--- src/rtl/ahb_decoder_mux.sv ---
// AHB-Lite address decoder, data-phase response mux and built-in default
// slave. Unmapped active transfers get the two-cycle ERROR response and are
// counted in a saturating 8-bit counter.
module ahb_decoder_mux #(
  parameter int NUM_SLAVES  = 10,
  parameter int REGION_BITS = 8,
  parameter logic [NUM_SLAVES*REGION_BITS-1:0] BASE_LIST =
    {8'h58, 8'h57, 8'h56, 8'h55, 8'h54, 8'h53, 8'h52, 8'h51, 8'h50, 8'h00}
) (
  input  logic                       HCLK,
  input  logic                       HRESET,
  input  logic [31:0]                HADDR,
  input  logic [1:0]                 HTRANS,
  output logic [NUM_SLAVES-1:0]      HSEL,
  output logic                       HSEL_NOMAP,
  input  logic [NUM_SLAVES*32-1:0]   HRDATA_S,
  input  logic [NUM_SLAVES-1:0]      HREADYOUT_S,
  input  logic [NUM_SLAVES-1:0]      HRESP_S,
  output logic [31:0]                HRDATA,
  output logic                       HREADY,
  output logic                       HRESP,
  input  logic                       ERR_CLR,
  output logic [7:0]                 ERR_CNT
);

  localparam int SEL_W = 4;
  localparam logic [SEL_W-1:0] SEL_NONE = 4'hF;

  typedef enum logic [1:0] {S_IDLE, S_ERR1, S_ERR2} dft_state_e;

  logic [NUM_SLAVES-1:0] match;
  logic [SEL_W-1:0]      sel_enc, sel_q;
  dft_state_e            state_q, state_d;
  logic                  dft_ready, dft_resp, err_start, err_go;
  logic [7:0]            cnt_q, cnt_d;
  logic                  unused_bits;

  // Only the region tag bits and HTRANS[1] matter to the decoder.
  assign unused_bits = ^{HADDR[31-REGION_BITS:0], HTRANS[0]};

  // One tag comparator per mapped region.
  for (genvar g = 0; g < NUM_SLAVES; g++) begin : g_cmp
    assign match[g] = (HADDR[31 -: REGION_BITS] == BASE_LIST[g*REGION_BITS +: REGION_BITS]);
  end

  // Priority decode: scan high to low so the lowest matching index wins.
  always_comb begin
    HSEL    = '0;
    sel_enc = SEL_NONE;
    for (int i = NUM_SLAVES - 1; i >= 0; i--) begin
      if (match[i]) begin
        HSEL    = NUM_SLAVES'(1) << i;
        sel_enc = SEL_W'(i);
      end
    end
  end

  assign HSEL_NOMAP = ~|match;

  // Data-phase select follows the address phase whenever the bus is ready.
  always_ff @(posedge HCLK) begin
    if (HRESET)     sel_q <= SEL_NONE;
    else if (HREADY) sel_q <= sel_enc;
  end

  // Response mux; any select outside the slave range falls to the default slave.
  always_comb begin
    HRDATA = '0;
    HREADY = dft_ready;
    HRESP  = dft_resp;
    for (int i = 0; i < NUM_SLAVES; i++) begin
      if (sel_q == SEL_W'(i)) begin
        HRDATA = HRDATA_S[i*32 +: 32];
        HREADY = HREADYOUT_S[i];
        HRESP  = HRESP_S[i];
      end
    end
  end

  assign err_start = HREADY & HSEL_NOMAP & HTRANS[1];

  // Default slave state register.
  always_ff @(posedge HCLK) begin
    if (HRESET) state_q <= S_IDLE;
    else        state_q <= state_d;
  end

  // Default slave next state: an unmapped active transfer opens a 2-cycle ERROR.
  always_comb begin
    state_d = S_IDLE;
    unique case (state_q)
      S_IDLE:  state_d = err_start ? S_ERR1 : S_IDLE;
      S_ERR1:  state_d = S_ERR2;
      S_ERR2:  state_d = err_start ? S_ERR1 : S_IDLE;
      default: state_d = S_IDLE;
    endcase
  end

  // Default slave outputs: stall in the first ERROR cycle, release in the second.
  always_comb begin
    dft_ready = 1'b1;
    dft_resp  = 1'b0;
    unique case (state_q)
      S_ERR1:  begin dft_ready = 1'b0; dft_resp = 1'b1; end
      S_ERR2:  begin dft_ready = 1'b1; dft_resp = 1'b1; end
      default: begin dft_ready = 1'b1; dft_resp = 1'b0; end
    endcase
  end

  // A new error is each entry into ERR1; clear beats increment.
  assign err_go = (state_q != S_ERR1) & err_start;

  always_comb begin
    cnt_d = cnt_q;
    if (ERR_CLR)                     cnt_d = '0;
    else if (err_go && cnt_q != 8'hFF) cnt_d = cnt_q + 8'd1;
  end

  // Saturating error counter.
  always_ff @(posedge HCLK) begin
    if (HRESET) cnt_q <= '0;
    else        cnt_q <= cnt_d;
  end

  assign ERR_CNT = cnt_q;

endmodule

--- config.mk ---
export PLATFORM = sky130hd
export DESIGN_NAME = ahb_decoder_mux
export DESIGN_NICKNAME = d
export VERILOG_FILES = /design/src/rtl/ahb_decoder_mux.sv
export SDC_FILE = /design/constraint.sdc
export NUM_CORES = 1
export LEC_CHECK = 0
export ABC_AREA = 1
export CORE_AREA = 2 2 166 168
export CTS_CLUSTER_DIAMETER = 150
export DETAILED_ROUTE_END_ITERATION = 6
export DIE_AREA = 0 0 168 170
export HOLD_SLACK_MARGIN = 0.06
export MAX_ROUTING_LAYER = met4
export PLACE_DENSITY = 0.53
export SLEW_MARGIN = 30
export SYNTH_ARGS = -nofsm -noshare
export SYNTH_HDL_FRONTEND = slang
export SYNTH_SLANG_ARGS = --single-unit
--- constraint.sdc ---
create_clock -name HCLK -period 3.14 [get_ports HCLK]
set_input_delay 0.628 -clock HCLK [delete_from_list [all_inputs] [get_ports HCLK]]
set_output_delay 0.628 -clock HCLK [all_outputs]
set_load 0.005 [all_outputs]
==> results.json <==
{
  "status": "completed",
  "crit_chain": "clkdlybuf4s50_1, a221oi_4, buf_4, nand3_1, a221oi_2, buf_4, nand3_1, clkdlybuf4s50_1",
  "synth_warnings": 0,
  "dieArea_um2": 28600,
  "htreeDepth": 1,
  "worst_path_largest_cell_delay_ns": 0.47,
  "root_buffer": "clkbuf_16",
  "cts.reportedPaths.clkPinSlew_ns": 0.05,
  "critical-path-top-delay-family": "buffers and inverters",
  "slew_headroom_pct": 71.2,
  "grt_max_degree": 41,
  "fmax_mhz": 322,
  "yosysUniqueCellTypes": 30,
  "syn_inst": 641,
  "cp.required_ns": 2.51,
  "grt_pass1_wl_um": 37300,
  "hold_violations": 0,
  "ant_nets": 0,
  "antenna_found_initial": 4,
  "slowest_stage": "clkdlybuf4s50_1",
  "crit_buf_inv": 4,
  "tightest_slew_ns": 0.430,
  "power_density_nw_per_um2": 179,
  "reg2reg_slack_ns": 0.80,
  "io_pins": 430,
  "io_buffers": 404,
  "dp_cells": 1405,
  "timing.rr.end": "ERR_CNT[1]$_SDFFE_PP0P_",
  "ir_drop_uv": 166,
  "hold_end": "ERR_CNT[5]$_SDFFE_PP0P_",
  "cts_tree": "done",
  "vias": 6153,
  "hp-class": "flop to flop",
  "fin_cells": 1437,
  "p_total_mw": 1.60,
  "fin_hold_ws_ns": 0.521,
  "netlist.area_leader.share_pct": 27.2,
  "cts_made_buffers": 3,
  "grt-ovfl-total": 0,
  "drt_iter0_drc": 282,
  "synth_ff_type": "dfxtp_1",
  "syn_nets": 1023,
  "rr_worst_depth": 21,
  "timing.rr.start": "sel_q[1]$_SDFFE_PP1N_",
  "final_nets": 1475,
  "yosysSeqAreaShare_pct": 8.65,
  "cp-end-kind": "output port",
  "synth_area_per_cell_um2": 5.06,
  "die_h_um": 170,
  "cp_max_fo": 1,
  "cap_violations": 0,
  "drive_gt1_share_pct": 14.5,
  "rsz0062_at_grt": "true",
  "start_util_pct": 12.2,
  "clockBufferDepth": 2,
  "track_usage_pct": 17.6,
  "nFillCells": 2899,
  "synth_edf_count": 0,
  "leakage_nw": 3.93,
  "die_w_um": 168,
  "setup_viol": 0,
  "yosys.area.top_type": "nand2_1",
  "min_period_ns": 3.10,
  "dp_hpwl_um": 21400,
  "place_ws_ns": -0.115,
  "final_max_slew_viol_count": 0,
  "synth_area_leaders": "nand2_1 27%, nand3_1 18%, a221oi_1 9.5%",
  "dr.pass1.iters": 5,
  "arrival_ns": 2.48,
  "finalWirelength_um": 26800,
  "clk_latency_ns": 0.25,
  "drc": 0,
  "placementRows": 60,
  "synth_area_um2": 3240,
  "synth-async-reset-ratio_pct": 0,
  "grt_pass1_vias": 6158,
  "coreArea_um2": 26700,
  "wl_per_cell_um": 18.7,
  "final.setup.worst_slack_ns": 0.0357,
  "final.setup_skew_ns": 0.00149,
  "gp_congestion": 0.874,
  "critPathKind": "input port to output port",
  "startpoint_type": "input port",
  "hp-start": "ERR_CNT[5]$_SDFFE_PP0P_",
  "holdPathStages": 2,
  "cts_sinks": 14,
  "ys_ff_latch": 14,
  "routed_via_density": 4.28,
  "syn_to_final_growth_pct": 176,
  "fin_crit_sh_pct": 98.9
}
==> synth_stat cells (2+ instances only) <==
cell	count
nor3_1	4
nand4_1	27
ha_1	5
nand3_1	119
o21ai_0	16
nor2_2	3
xor2_1	4
a221oi_1	35
a21oi_1	38
clkbuf_1	33
clkinv_1	2
dfxtp_1	14
buf_1	4
inv_2	5
nor2_1	46
nand2_1	235
inv_1	37
o31ai_1	2
==> flip-flops by register name, summed over array words and instances (netlist names) <==
register	count
ERR_CNT	8
sel_q	4
state_q	2
==> worst reg2reg max path: stages (launching register included) <==
cell	delay, ns
dfxtp_2	0.33
buf_6	0.13
nand2_2	0.08
nor3_4	0.25
buf_12	0.15
buf_4	0.11
nand2_1	0.04
nand2_1	0.05
inv_1	0.03
nand2_1	0.05
nand2_1	0.04
nand2_1	0.05
nand2_1	0.09
nand2_1	0.08
nand2_1	0.05
nand2_2	0.06
buf_4	0.11
nand4_2	0.12
nor2_1	0.24
nand2_1	0.08
nand2_1	0.06
nor2_1	0.04
==> layout make-up <==
| cell class | count | area (um2) | area share (%) |
|---|---|---|---|
| clock buffers | 4 | 88.8 | 0.993 |
| flip-flops and latches | 14 | 285 | 3.19 |
| inverters | 44 | 175 | 1.96 |
| repair inverters | 1 | 5.00 | 0.0559 |
| multi-input cells | 546 | 2980 | 33.3 |
| diodes | 4 | 10.0 | 0.112 |
| well taps | 341 | 427 | 4.77 |
| repair buffers | 483 | 4980 | 55.6 |
==> report_power, final <==
group / total [mW] / internal [mW] / leakage (nW) / switching (mW)
clock network: 0.272 / 0.193 / 0.0442 / 0.0785
registers: 0.208 / 0.195 / 0.112 / 0.0137
logic: 1.12 / 0.695 / 3.78 / 0.427
==> metal layers <==
| layer | wire (um) | GRT usage, % | part of all wire (%) |
|---|---|---|---|
| met1 | 11600 | 21.6 | 43 |
| met2 | 12900 | 30.5 | 48 |
| met3 | 1870 | 3.19 | 7.0 |
| met4 | 403 | 3.40 | 1.5 |
| met5 | 0 | - | 0 |
==> what timing repair did <==
action	CTS	global route
pin swaps	1	15
resized for setup	41	73
cloned	3	1
setup endpoints to repair	35	32
hold buffers	0	0
buffers inserted	5	16
==> kinds of logic (layout without fill, tap and decap cells) <==
family,count (synthesis),count (layout),synth area share (%)
AND/OR/NAND/NOR,441,441,59.4
AO/OA/AOI/OAI,95,95,19.2
buffers and inverters,81,532,9.38
flip-flops,14,14,8.65
adder cells (fa/ha/maj),5,5,1.93
XOR/XNOR,4,4,1.08
multiplexers,1,1,0.309
other,0,4,0
==> metrics by stage <==
stage | area (um2) | setup TNS (ns) | util (%)
after floorplan | 3240 | 0 | -
final | 8950 | 0 | 33.6
after detailed placement | 8100 | -0.410 | 30.4
after CTS | 8470 | -0.0311 | 31.8
after global placement | 8100 | -0.327 | 30.4
after global routing | 8950 | -0.0871 | 33.6
==> cells in the final DEF (no fill, tap or decap), types with 4 or more instances in the layout <==
master,count
dfxtp_2,4
nor2_1,44
clkdlybuf4s50_1,383
nand3_1,115
clkbuf_16,4
xor2_1,4
nand3_2,5
dfxtp_1,10
a221oi_1,8
inv_2,7
diode_2,4
dlymetal6s2s_1,19
buf_12,16
buf_6,4
nand2_2,8
ha_1,5
nand2_1,227
a221oi_2,23
a221oi_4,4
nor2_4,4
o21ai_0,15
a21oi_2,6
buf_4,54
nand4_1,27
inv_1,33
a21oi_1,32
==> worst max path at each step <==
stage                                      from         end  cells past startpoint
after floorplan           sel_q[2]$_SDFFE_PP1N_  HRDATA[27]                      9
after global placement               HRESP_S[0]       HRESP                     12
after detailed placement             HRESP_S[0]       HRESP                     12
after CTS                 sel_q[0]$_SDFFE_PP1N_      HREADY                     11
after global routing               HRDATA_S[48]  HRDATA[16]                     10
final                              HRDATA_S[80]  HRDATA[16]                      8
Power figures use the tool's default switching activity.
